## config.mk

```make
export PLATFORM = sky130hd
export DESIGN_NAME = sdram_rd_stream
export DESIGN_NICKNAME = d
export VERILOG_FILES = /design/src/rtl/sdram_rd_stream.sv
export SDC_FILE = /design/constraint.sdc
export NUM_CORES = 1
export LEC_CHECK = 0
export BUFFER_PORTS_ARGS = -buffer_cell sky130_fd_sc_hd__buf_4
export CAP_MARGIN = 20
export CORE_UTILIZATION = 60
export CTS_BUF_LIST = sky130_fd_sc_hd__clkbuf_4 sky130_fd_sc_hd__clkbuf_8
export DETAILED_ROUTE_END_ITERATION = 12
export GPL_ROUTABILITY_DRIVEN = 0
export PLACE_DENSITY_LB_ADDON = 0.15
export SETUP_SLACK_MARGIN = 0.02
export SLEW_MARGIN = 10
export SYNTH_ARGS = -nofsm -noshare
export SYNTH_HDL_FRONTEND = slang
export SYNTH_SLANG_ARGS = --single-unit
```

## constraint.sdc

```tcl
create_clock -name sys_clk -period 2.9 [get_ports sys_clk]
set_input_delay 0.29 -clock sys_clk [delete_from_list [all_inputs] [get_ports sys_clk]]
set_output_delay 0.29 -clock sys_clk [all_outputs]
set_load 0.01 [all_outputs]
```

## src/rtl/sdram_rd_stream.sv

```systemverilog
// Streams one frame from the SDRAM read FIFO as a pixel stream with SOF/EOL
// markers. A 2-entry skid buffer absorbs the one-cycle FIFO read latency.
module sdram_rd_stream #(
  parameter int H_PIX   = 640,
  parameter int V_LINES = 480,
  parameter int RST_CYC = 8,
  parameter int PREFILL = 16
) (
  input  logic        sys_clk,
  input  logic        sys_rst,
  input  logic        init_end,
  input  logic        frame_start,
  input  logic [9:0]  rd_fifo_num,
  input  logic [15:0] rd_fifo_rd_data,
  output logic        rd_fifo_rd_req,
  output logic        rd_rst,
  output logic        read_valid,
  output logic        m_valid,
  input  logic        m_ready,
  output logic [15:0] m_data,
  output logic        m_sof,
  output logic        m_eol,
  output logic        frame_err
);

  localparam int TOTAL = H_PIX * V_LINES;
  localparam int PW = $clog2(TOTAL + 1);
  localparam int XW = (H_PIX > 1) ? $clog2(H_PIX) : 1;
  localparam int YW = (V_LINES > 1) ? $clog2(V_LINES) : 1;
  localparam int RW = (RST_CYC > 1) ? $clog2(RST_CYC) : 1;

  localparam logic [1:0] IDLE   = 2'd0;
  localparam logic [1:0] FLUSH  = 2'd1;
  localparam logic [1:0] FILL   = 2'd2;
  localparam logic [1:0] STREAM = 2'd3;

  logic [1:0]    state;
  logic [RW-1:0] rst_cnt;
  logic [PW-1:0] pop_cnt;
  logic [XW-1:0] x_cnt;
  logic [YW-1:0] y_cnt;
  logic [1:0]    occ;
  logic          inflight;
  logic [15:0]   buf0, buf1;

  logic accept, last_beat, restart, drop, clear;

  assign accept    = m_valid && m_ready;
  assign last_beat = accept && (x_cnt == XW'(H_PIX - 1)) && (y_cnt == YW'(V_LINES - 1));
  assign restart   = init_end && frame_start;
  assign drop      = !init_end && (state != IDLE);
  assign clear     = drop || restart || ((state == STREAM) && last_beat);

  // No pop on a cycle that aborts the frame, so the FIFO never loses a word
  // the restarted frame would need.
  assign rd_fifo_rd_req = (state == STREAM) && !sys_rst && init_end && !frame_start &&
                          (({1'b0, occ} + {2'b0, inflight}) < 3'd2) &&
                          (rd_fifo_num > {9'b0, inflight}) &&
                          (pop_cnt < PW'(TOTAL));

  assign rd_rst     = (state == FLUSH);
  assign read_valid = (state == FILL) || (state == STREAM);
  assign m_valid    = (occ != 2'd0);
  assign m_data     = m_valid ? buf0 : 16'd0;
  assign m_sof      = m_valid && (x_cnt == '0) && (y_cnt == '0);
  assign m_eol      = m_valid && (x_cnt == XW'(H_PIX - 1));

  always_ff @(posedge sys_clk) begin
    if (sys_rst) begin
      state     <= IDLE;
      rst_cnt   <= '0;
      pop_cnt   <= '0;
      x_cnt     <= '0;
      y_cnt     <= '0;
      occ       <= 2'd0;
      inflight  <= 1'b0;
      buf0      <= 16'd0;
      buf1      <= 16'd0;
      frame_err <= 1'b0;
    end else begin
      frame_err <= restart && (state != IDLE);
      if (clear) begin
        // Dropping inflight discards data from a read already issued.
        state    <= restart ? FLUSH : IDLE;
        rst_cnt  <= '0;
        pop_cnt  <= '0;
        x_cnt    <= '0;
        y_cnt    <= '0;
        occ      <= 2'd0;
        inflight <= 1'b0;
      end else begin
        inflight <= rd_fifo_rd_req;
        if (rd_fifo_rd_req) pop_cnt <= pop_cnt + 1'b1;

        if (inflight && !accept) begin
          if (occ == 2'd0) buf0 <= rd_fifo_rd_data;
          else             buf1 <= rd_fifo_rd_data;
          occ <= occ + 2'd1;
        end else if (!inflight && accept) begin
          buf0 <= buf1;
          occ  <= occ - 2'd1;
        end else if (inflight && accept) begin
          if (occ == 2'd1) buf0 <= rd_fifo_rd_data;
          else begin
            buf0 <= buf1;
            buf1 <= rd_fifo_rd_data;
          end
        end

        if (accept) begin
          if (x_cnt == XW'(H_PIX - 1)) begin
            x_cnt <= '0;
            y_cnt <= (y_cnt == YW'(V_LINES - 1)) ? '0 : y_cnt + 1'b1;
          end else begin
            x_cnt <= x_cnt + 1'b1;
          end
        end

        case (state)
          FLUSH:   if (rst_cnt == RW'(RST_CYC - 1)) state <= FILL;
                   else rst_cnt <= rst_cnt + 1'b1;
          FILL:    if (rd_fifo_num >= 10'(PREFILL)) state <= STREAM;
          default: ;
        endcase
      end
    end
  end

endmodule

```

# Word-level counts from Yosys, hierarchy flattened
# Cells that the tools add are included.
# classes
n_addsub	7
n_mul	0
div_mod_pow	0
n_lt_le_gt_ge	4
n_eq_ne	13
shifts	0
mux	20
bitwise_logic	2
reduce_logical	42
# ops
cell	count
$mux W16	11
$add A19 B1 Y19 const B	1
$logic_and A1 B1 Y1	19
$lt A19 B19 Y1 const B	1
$add A10 B1 Y10 const B	1
$eq A10 B10 Y1 const B	1
$ge A10 B5 Y1 const B	1
$gt A10 B1 Y1	1
$logic_not A10 Y1	1
$mux W10	1
$mux W2	5
$add A9 B1 Y9 const B	1
$eq A9 B9 Y1 const B	1
$logic_not A9 Y1	1
$mux W9	1
$reduce_bool A2 Y1	4
$ne A2 B2 Y1 const B	3
$reduce_and A3 Y1	2
$reduce_bool A3 Y1	2
$logic_not A1 Y1	5
$reduce_and A5 Y1	1
$eq A2 B1 Y1 const B	2
$eq A2 B2 Y1 const B	2
$pmux W2 S2	1
15 further kinds	19
# word_totals
reg_bits	79
latch_bits	0
ram_bits	0
rom_bits	0
in_bits	31
out_inout_bits	23
elab_cells	98
mem_count	0

# Depth between registers and ports, before layout
# Gate-level depths: netlist of run 1.
# logic_depth
ltp_word	8
depth_mapped	11
depth_no_buf	10

# Worst setup path before layout of run 1
# Ideal clock, no wire load.
# synth_timing
kind	register -> register
startpoint	register occ[0]
endpoint	register buf1[10]
setup_ns	0.128
t_arrival_ns	2.316
required_time_ns	2.772
slack_ns	0.456
stages_incl_launch_ff	12
n_path_buf	1
period_less_slack_ns	2.444
cell_sequence	dfxtp_1 -> inv_1 -> ha_1 -> nand2b_1 -> inv_1 -> ha_1 -> nor3b_1 -> o21ai_0 -> a211oi_4 -> buf_6 -> mux2i_1 -> nor2_1
# synth_via
elab_chain_cells	8
elab_cells_between_ends	19
classes_between	eq/ne (4); mux (1); bitwise (1); reduce/logical (13)
# synth_rtl
item	line_no	text
from (decl)	42	logic [1:0] occ;
from (signal assigned)	98	occ <= occ + 2'd1;
from (signal assigned)	101	occ <= occ - 2'd1;
$reduce_bool A2 Y1 *	63	assign m_valid = (occ != 2'd0);
$logic_and A1 B1 Y1 *	48	assign accept = m_valid && m_ready;
via accept	46	logic accept, last_beat, restart, drop, clear;
$logic_and A1 B1 Y1 (2 in a row)	49	assign last_beat = accept && (x_cnt == XW'(H_PIX - 1)) && (y_cnt == YW'(V_LINES - 1));
$logic_and A1 B1 Y1	52	assign clear = drop || restart || ((state == STREAM) && last_beat);
$logic_or A1 B1 Y1	52	
$not A1 Y1 (no line)	-	
$reduce_and A5 Y1 (no line)	-	
to (signal assigned)	97	else buf1 <= rd_fifo_rd_data;
to (signal assigned)	106	buf1 <= rd_fifo_rd_data;
to (decl)	44	logic [15:0] buf0, buf1;
# Mark *: on every way through the listed nets, which the timed path passes. The rest lies on a longest branch.
# A chain may end at the register's enable or synchronous reset.

# Final worst setup path of run 1
# layout_timing
startpoint	register occ[0]
endpoint	register buf1[5]
# The elaborated chain is that of the path after synthesis.

==> impl_metrics.tcl, run 1 <==
set metrics [dict create \
    status "finished clean" \
    drt_pass1_iterations 4 \
    fin_skew_ns 0.00925 \
    synth_top_family_by_area "simple AND/OR/NAND/NOR gates" \
    slew_headroom_pct 59.3 \
    drtAntennaViolNets 0 \
    cts_setup_buffers 0 \
    path_max_fanout 16 \
    setup_viol 0 \
    yosysTopAreaCell "dfxtp_1" \
    synth_xor_xnor_area_share_pct 4.60 \
    setup_ws_ns 0.314 \
    cts_buffers 9 \
    cts_tree "built" \
    dieWidth_um 83.6 \
    drv_cap 0 \
    row_count 29 \
    die-area_mm2 0.00699 \
    clock_latency_ns 0.36 \
    yosysWarnings 0 \
    syn-num-nets 496 \
    drive_gt1_share_pct 18.4 \
    clkSinkCount 79 \
    synth_area_leaders "dfxtp_1, mux2i_1, or3_1, nor2_1, a21oi_1" \
    setup_tns_ns 0 \
    cts-hold-fix-buffers 0 \
    ys_ff_latch 79 \
    drt_iter0_markers 122 \
    layout_common_cells "dfxtp_1, buf_4, nor2_1, a21oi_1, mux2i_1" \
    critical_path_class "flip-flop to flip-flop" \
    drcViolationCount 0 \
    hold_path_class "input pin to flip-flop" \
    synth.distinct_cells 46 \
    synth_edf_count 0 \
    cp-start-kind "flip-flop" \
    synth_compound_area_share_pct 12.5 \
    cp-end-kind "flip-flop" \
    netlist_area_mm2 0.00400 \
    routedWlPerCell_um 14.0 \
    synth_fa_ha_area_share_pct 4.38 \
    synthMuxAreaShare_pct 9.01 \
    powerDensity_mw_per_mm2 440 \
    async_flop_share_pct 0 \
    cts_htree_levels 3 \
    synthFlopType "dfxtp_1" \
    required_ns 3.14 \
    core_mm2 0.00639 \
    grt_usage_pct 24.8 \
    yosysSeqAreaShare_pct 39.5 \
    finalCriticalPeriod_ns 2.59 \
    diodes 0 \
    place_inst 566 \
    synthSimpleGateAreaFrac_pct 24.4 \
    antenna_found_initial 0 \
    area_growth_pct 15.5 \
    fin_nets 545 \
    irDropWorstVdd_mv 0.512 \
    portBuffers 53 \
    die_h_um 83.6 \
    fin_cells 582 \
    timing.final.crit_share_pct 89.2 \
    avgViaCountPerCell 5.59 \
    crit_arrival_ns 2.83 \
    cts_buffer_depth 2 \
    cts_resized 0 \
    cts-root-buf "clkbuf_8" \
    overflow 0 \
    ios 54 \
    dp_slack_ns 0.336 \
    tightest_slew_ns 0.605 \
    postSynthAreaPerCell_um2 8.87 \
    rsz0062_at_grt "false" \
    drt_wl_total_um 8130 \
    grt_pass1_wl_um 14100 \
    yosysTopAreaCellShare_pct 39.5 \
    fmax_ghz 0.387 \
    dp_hpwl_um 5810 \
    num_vias 3253 \
    start_util_pct 62.6 \
    grt_max_degree 38 \
    power.leakage_nw 1.71 \
    grt_pass1_vias 3278 \
    hold_viol 0 \
    final_common_cell "dfxtp_1" \
    syn_inst 451 \
    final_max_slew_viol_count 0 \
    path_clk_slew_ns 0.09 \
]
==> metrics by stage <==
step	hold slack, ns	area (um^2)	utilization [%]	total power, mW
2_1_floorplan	0.426	4000	-	1.17
3_3_place_gp	0.452	4410	69.1	1.22
3_5_place_dp	0.462	4410	69.1	1.22
4_1_cts	0.155	4620	72.3	2.05
5_1_grt	0.164	4620	72.3	2.09
6_report	0.170	4620	72.3	2.03
==> cell families (layout without fill, tap and decap cells) <==
kind of cell | after synthesis | count (layout)
and+or+nand+nor | 177 | 177
AOI/OAI and AO/OA | 83 | 83
DFF | 79 | 79
buffers and inverters | 41 | 95
muxes | 36 | 36
xor gates and xnor gates | 21 | 21
adders and majority gates | 14 | 14
==> path summary, 6_finish.rpt <==
| check | end | startpoint | cells after the start | slack (ns) |
|---|---|---|---|---|
| worst min register to register | buf0[0]$_SDFFE_PP0P_ | buf0[0]$_SDFFE_PP0P_ | 2 | 0.47 |
| worst max-delay path | buf1[5]$_SDFFE_PP0P_ | occ[0]$_SDFFE_PP0P_ | 11 | 0.31 |
| worst max register to register | buf1[5]$_SDFFE_PP0P_ | occ[0]$_SDFFE_PP0P_ | 11 | 0.31 |
| worst min-delay path | buf1[12]$_SDFFE_PP0P_ | rd_fifo_rd_data[12] | 3 | 0.17 |
==> cell usage after synthesis, types with 3 or more instances <==
cell type and n:
or3_1 31, mux2i_1 36, nand3_1 15, a21oi_1 37, inv_1 18, nor4_1 7, buf_6 6, nand2_1 18
xor2_1 13, buf_2 5, nor3_1 6, o21ai_0 34, ha_1 14, dfxtp_1 79, nor2_1 51, nand4_1 8
nor2b_1 20, clkbuf_1 8, xnor2_1 8, buf_4 3
==> flip-flops by register name, summed over array words and instances, names as in the netlist <==
register and cells:
pop_cnt 19, buf0 16, buf1 16, x_cnt 10, y_cnt 9, rst_cnt 3, occ 2, state 2
frame_err 1, inflight 1
==> routing by layer <==
metal | GRT usage [%] | wire (um) | up-vias
met1 | 29.0 | 3700 | 1527
met3 | 6.82 | 307 | 8
met4 | 9.71 | 93 | 0
met2 | 43.0 | 4030 | 51
met5 | 0 | 0 | -
li1 | - | - | 1667
==> critical path: stages (launching register included) <==
cell      delay [ns]
dfxtp_1         0.39
inv_1           0.07
ha_1            0.21
nand2b_1        0.26
inv_1           0.22
ha_1            0.18
nor3b_1         0.17
o21ai_0         0.15
a211oi_4        0.22
buf_4           0.32
mux2i_1         0.23
nor2_1          0.06
==> report_power, final <==
group / switching [mW] / internal, mW
Combinational: 0.0565 / 0.0471
Clock: 0.417 / 0.423
Sequential: 0.00424 / 1.09
==> cell type report <==
class | instances | area, um^2
multi-input combinational | 331 | 2200
timing repair buffer | 61 | 470
clock inverter | 6 | 70.1
clock buffer | 10 | 138
inverter | 18 | 67.6
fill | 533 | 1770
tap | 77 | 96.3
sequential | 79 | 1580
No activity file was read; power rests on OpenSTA's default activity.
==> inputs of run 2 (changes only) <==
ABC_AREA = 1   (was not set)
CORE_UTILIZATION = 61   (was 60)
==> run 2 against run 1 <==
  * Final cell count increased by 36%
  * Area after synthesis increased by 15%
  * Sequential power about the same
  * Register-to-register slack improved by 0.26 ns
  * Routed wire length increased by 20%
  * First-iteration DRC count increased by 39%
  * Via count increased by 27%
  * Core utilization decreased by 1.1 points
  * Cell area increased by 12%
  * Setup slack improved by 0.19 ns
  * Count of clock-buffer cells in the layout increased by 2
==> impl_metrics.tcl, run 2 <==
set metrics [dict create \
    drv_cap 0 \
    grt_usage_pct 26.3 \
    dp_slack_ns 0.583 \
    yosysWarnings 0 \
    cts_buffer_depth 2 \
    path_buf_inv 2 \
    syn_inst 642 \
    netlist_area_mm2 0.00461 \
    status "finished clean" \
    drt_wl_total_um 9740 \
    yosysTopAreaCell "dfxtp_1" \
    cts_tree "built" \
    cts_setup_buffers 0 \
    overflow 0 \
    synth_edf_count 0 \
    cts-hold-fix-buffers 0 \
    power.share.combinational_pct 9.0 \
    r2r_setup_slack_ns 0.57 \
    cts_resized 0 \
    dieWidth_um 88.9 \
    path_clk_slew_ns 0.08 \
    clock_latency_ns 0.35 \
    synth_most_common_cell "nand2_1" \
    hold_viol 0 \
    final_max_slew_viol_count 0 \
    die_h_um 88.9 \
    power.leakage_nw 2.25 \
    regMostFlops "pop_cnt" \
    cp-start-kind "flip-flop" \
    num_vias 4121 \
    powerDensity_mw_per_mm2 428 \
    drt_iter0_markers 169 \
    grt_max_degree 33 \
    critPathMaxStageDelay_ns 0.48 \
    reg2reg_from "occ[0]$_SDFFE_PP0P_" \
    synthTopCellsByCount "nand2_1, nor2_1, dfxtp_1, inv_1, a21oi_2" \
    hold_path_class "input pin to flip-flop" \
    seq_power_share_pct 49.7 \
    syn-num-nets 687 \
    ys_ff_latch 79 \
    crit_slowest_cell "inv_1" \
    setup_viol 0 \
    reg2reg_to "buf0[2]$_SDFFE_PP0P_" \
    routedWlPerCell_um 12.3 \
    cts_htree_levels 3 \
    rsz0062_at_grt "false" \
    synth_area_leaders "dfxtp_1, nand2_1, nor2_1, a21oi_2, inv_1" \
    largest_reg_flops 19 \
    cts-root-buf "clkbuf_8" \
    drive_gt1_share_pct 21.2 \
    core_mm2 0.00729 \
    postSynthAreaPerCell_um2 7.18 \
    diodes 0 \
    slew_headroom_pct 58.6 \
    clkSinkCount 79 \
    irDropWorstVdd_mv 0.282 \
    setup_tns_ns 0 \
    drcViolationCount 0 \
    crit_arrival_ns 2.11 \
    synthFlopType "dfxtp_1" \
    cp_top_family "buffers and inverters" \
    fin_nets 735 \
    p_clk_share_pct 41.3 \
    async_flop_share_pct 0 \
    dpl_cell_area_mm2 0.00497 \
    area_growth_pct 12.7 \
    grt_pass1_vias 3744 \
    fin_cells 793 \
    avgViaCountPerCell 5.20 \
    antenna_found_initial 0 \
    reg_top3 "pop_cnt x19, buf0 x16, buf1 x16" \
    path_max_fanout 20 \
    dp_hpwl_um 7230 \
    yosysSeqAreaShare_pct 34.3 \
    cts_buffers 9 \
    final_area_mm2 0.00519 \
    layout_common_cells "nand2_1, nor2_1, dfxtp_1, inv_1, buf_4" \
    critical_path_class "flip-flop to output port" \
    portBuffers 53 \
    fin_skew_ns 0.0145 \
    synth.distinct_cells 42 \
    crit_start "inflight$_SDFF_PP0_" \
    p_sw_uw 530 \
    row_count 31 \
    grt_pass1_wl_um 16300 \
    crit_end "rd_fifo_rd_req" \
    cp_num_cells 5 \
    ios 54 \
    timing.final.crit_share_pct 82.8 \
    cp-end-kind "output port" \
    setup_ws_ns 0.500 \
    yosysTopAreaCellShare_pct 34.3 \
    fmax_ghz 0.417 \
    final_common_cell "nand2_1" \
    tightest_slew_ns 0.620 \
    drt_pass1_iterations 5 \
    finalCriticalPeriod_ns 2.40 \
    place_inst 778 \
    internal_power_mw 1.69 \
    reg2reg_depth 12 \
    start_util_pct 63.2 \
    path_cells "ha_1 -> o211ai_1 -> nand3_1 -> inv_1 -> buf_4" \
    die-area_mm2 0.00791 \
    required_ns 2.61 \
    switching_share_pct 23.9 \
    fillers 643 \
    drtAntennaViolNets 0 \
]
[run 2: changes by cell type in the layout (fill, tap and decap cells not counted), sizes merged, moves of 6 or more]
cell	change
nand2	+152
nor2	+78
inv	+51
mux2i	-36
or3	-32
o21ai	-29
nor2b	-20
nand3	+12
nand4	+11
mux2	+9
a21oi	+8
nor4	-6
[run 2: through the flow]
stage               power (mW)  hold WS (ns)  util, %
floorplan                 1.27         0.425        -
detailed placement        1.33         0.457     68.2
CTS                       2.24         0.163     71.2
global route              2.31         0.172     71.2
global placement          1.32         0.452     68.2
finish                    2.22         0.169     71.2
[run 2: worst min-delay path, stage by stage]
cell and delay [ns]:
buf_4 0.08, nor2_1 0.03, nor2_1 0.08
[run 2: power by group through the flow]
| stage | clock network, mW | logic (mW) | registers [mW] |
|---|---|---|---|
| finish | 0.918 | 0.201 | 1.10 |
| CTS | 0.934 | 0.201 | 1.10 |
| detailed placement | 0 | 0.199 | 1.13 |
| floorplan | 0 | 0.147 | 1.13 |
| global placement | 0 | 0.196 | 1.13 |
| global route | 0.983 | 0.222 | 1.11 |
[run 2: layout make-up]
type	instances	area, um^2	share of cell area [%]
Multi-Input combinational cell	470	2550	49.0
Timing Repair Buffer	60	450	8.67
Sequential cell	79	1580	30.5
Clock inverter	3	67.6	1.30
Tap cell	99	124	2.38
Inverter	70	270	5.20
Clock buffer	12	153	2.94
[run 2: routing by layer]
metal / routed length (um) / track usage [%] / vias to the layer above / share of wire, %
li1: - / - / 2127 / -
met1: 4570 / 33.2 / 1912 / 47
met2: 4720 / 45.1 / 70 / 48
met3: 324 / 5.17 / 12 / 3.3
met4: 124 / 8.50 / 0 / 1.3
met5: 0 / 0 / - / 0
[run 2: how the worst min path moves through the flow]
stage                               start                    end  slack, ns  depth (start not counted)
floorplan              rd_fifo_rd_data[0]   buf1[0]$_SDFFE_PP0P_       0.42                          2
global placement     buf1[8]$_SDFFE_PP0P_   buf1[8]$_SDFFE_PP0P_       0.45                          2
detailed placement  buf1[12]$_SDFFE_PP0P_  buf1[12]$_SDFFE_PP0P_       0.46                          2
CTS                    rd_fifo_rd_data[5]   buf1[5]$_SDFFE_PP0P_       0.16                          3
global route           rd_fifo_rd_data[4]   buf1[4]$_SDFFE_PP0P_       0.17                          3
finish                 rd_fifo_rd_data[5]   buf1[5]$_SDFFE_PP0P_       0.17                          3
[run 2: cells by family after synthesis]
group | Yosys count | share of synthesized area, %
buffers and inverters | 93 | 10.4
multiplexers | 9 | 2.20
XOR/XNOR | 23 | 4.37
AO/OA/AOI/OAI | 59 | 9.15
flip-flops | 79 | 34.3
adder cells (fa/ha/maj) | 14 | 3.80
AND/OR/NAND/NOR | 365 | 35.8
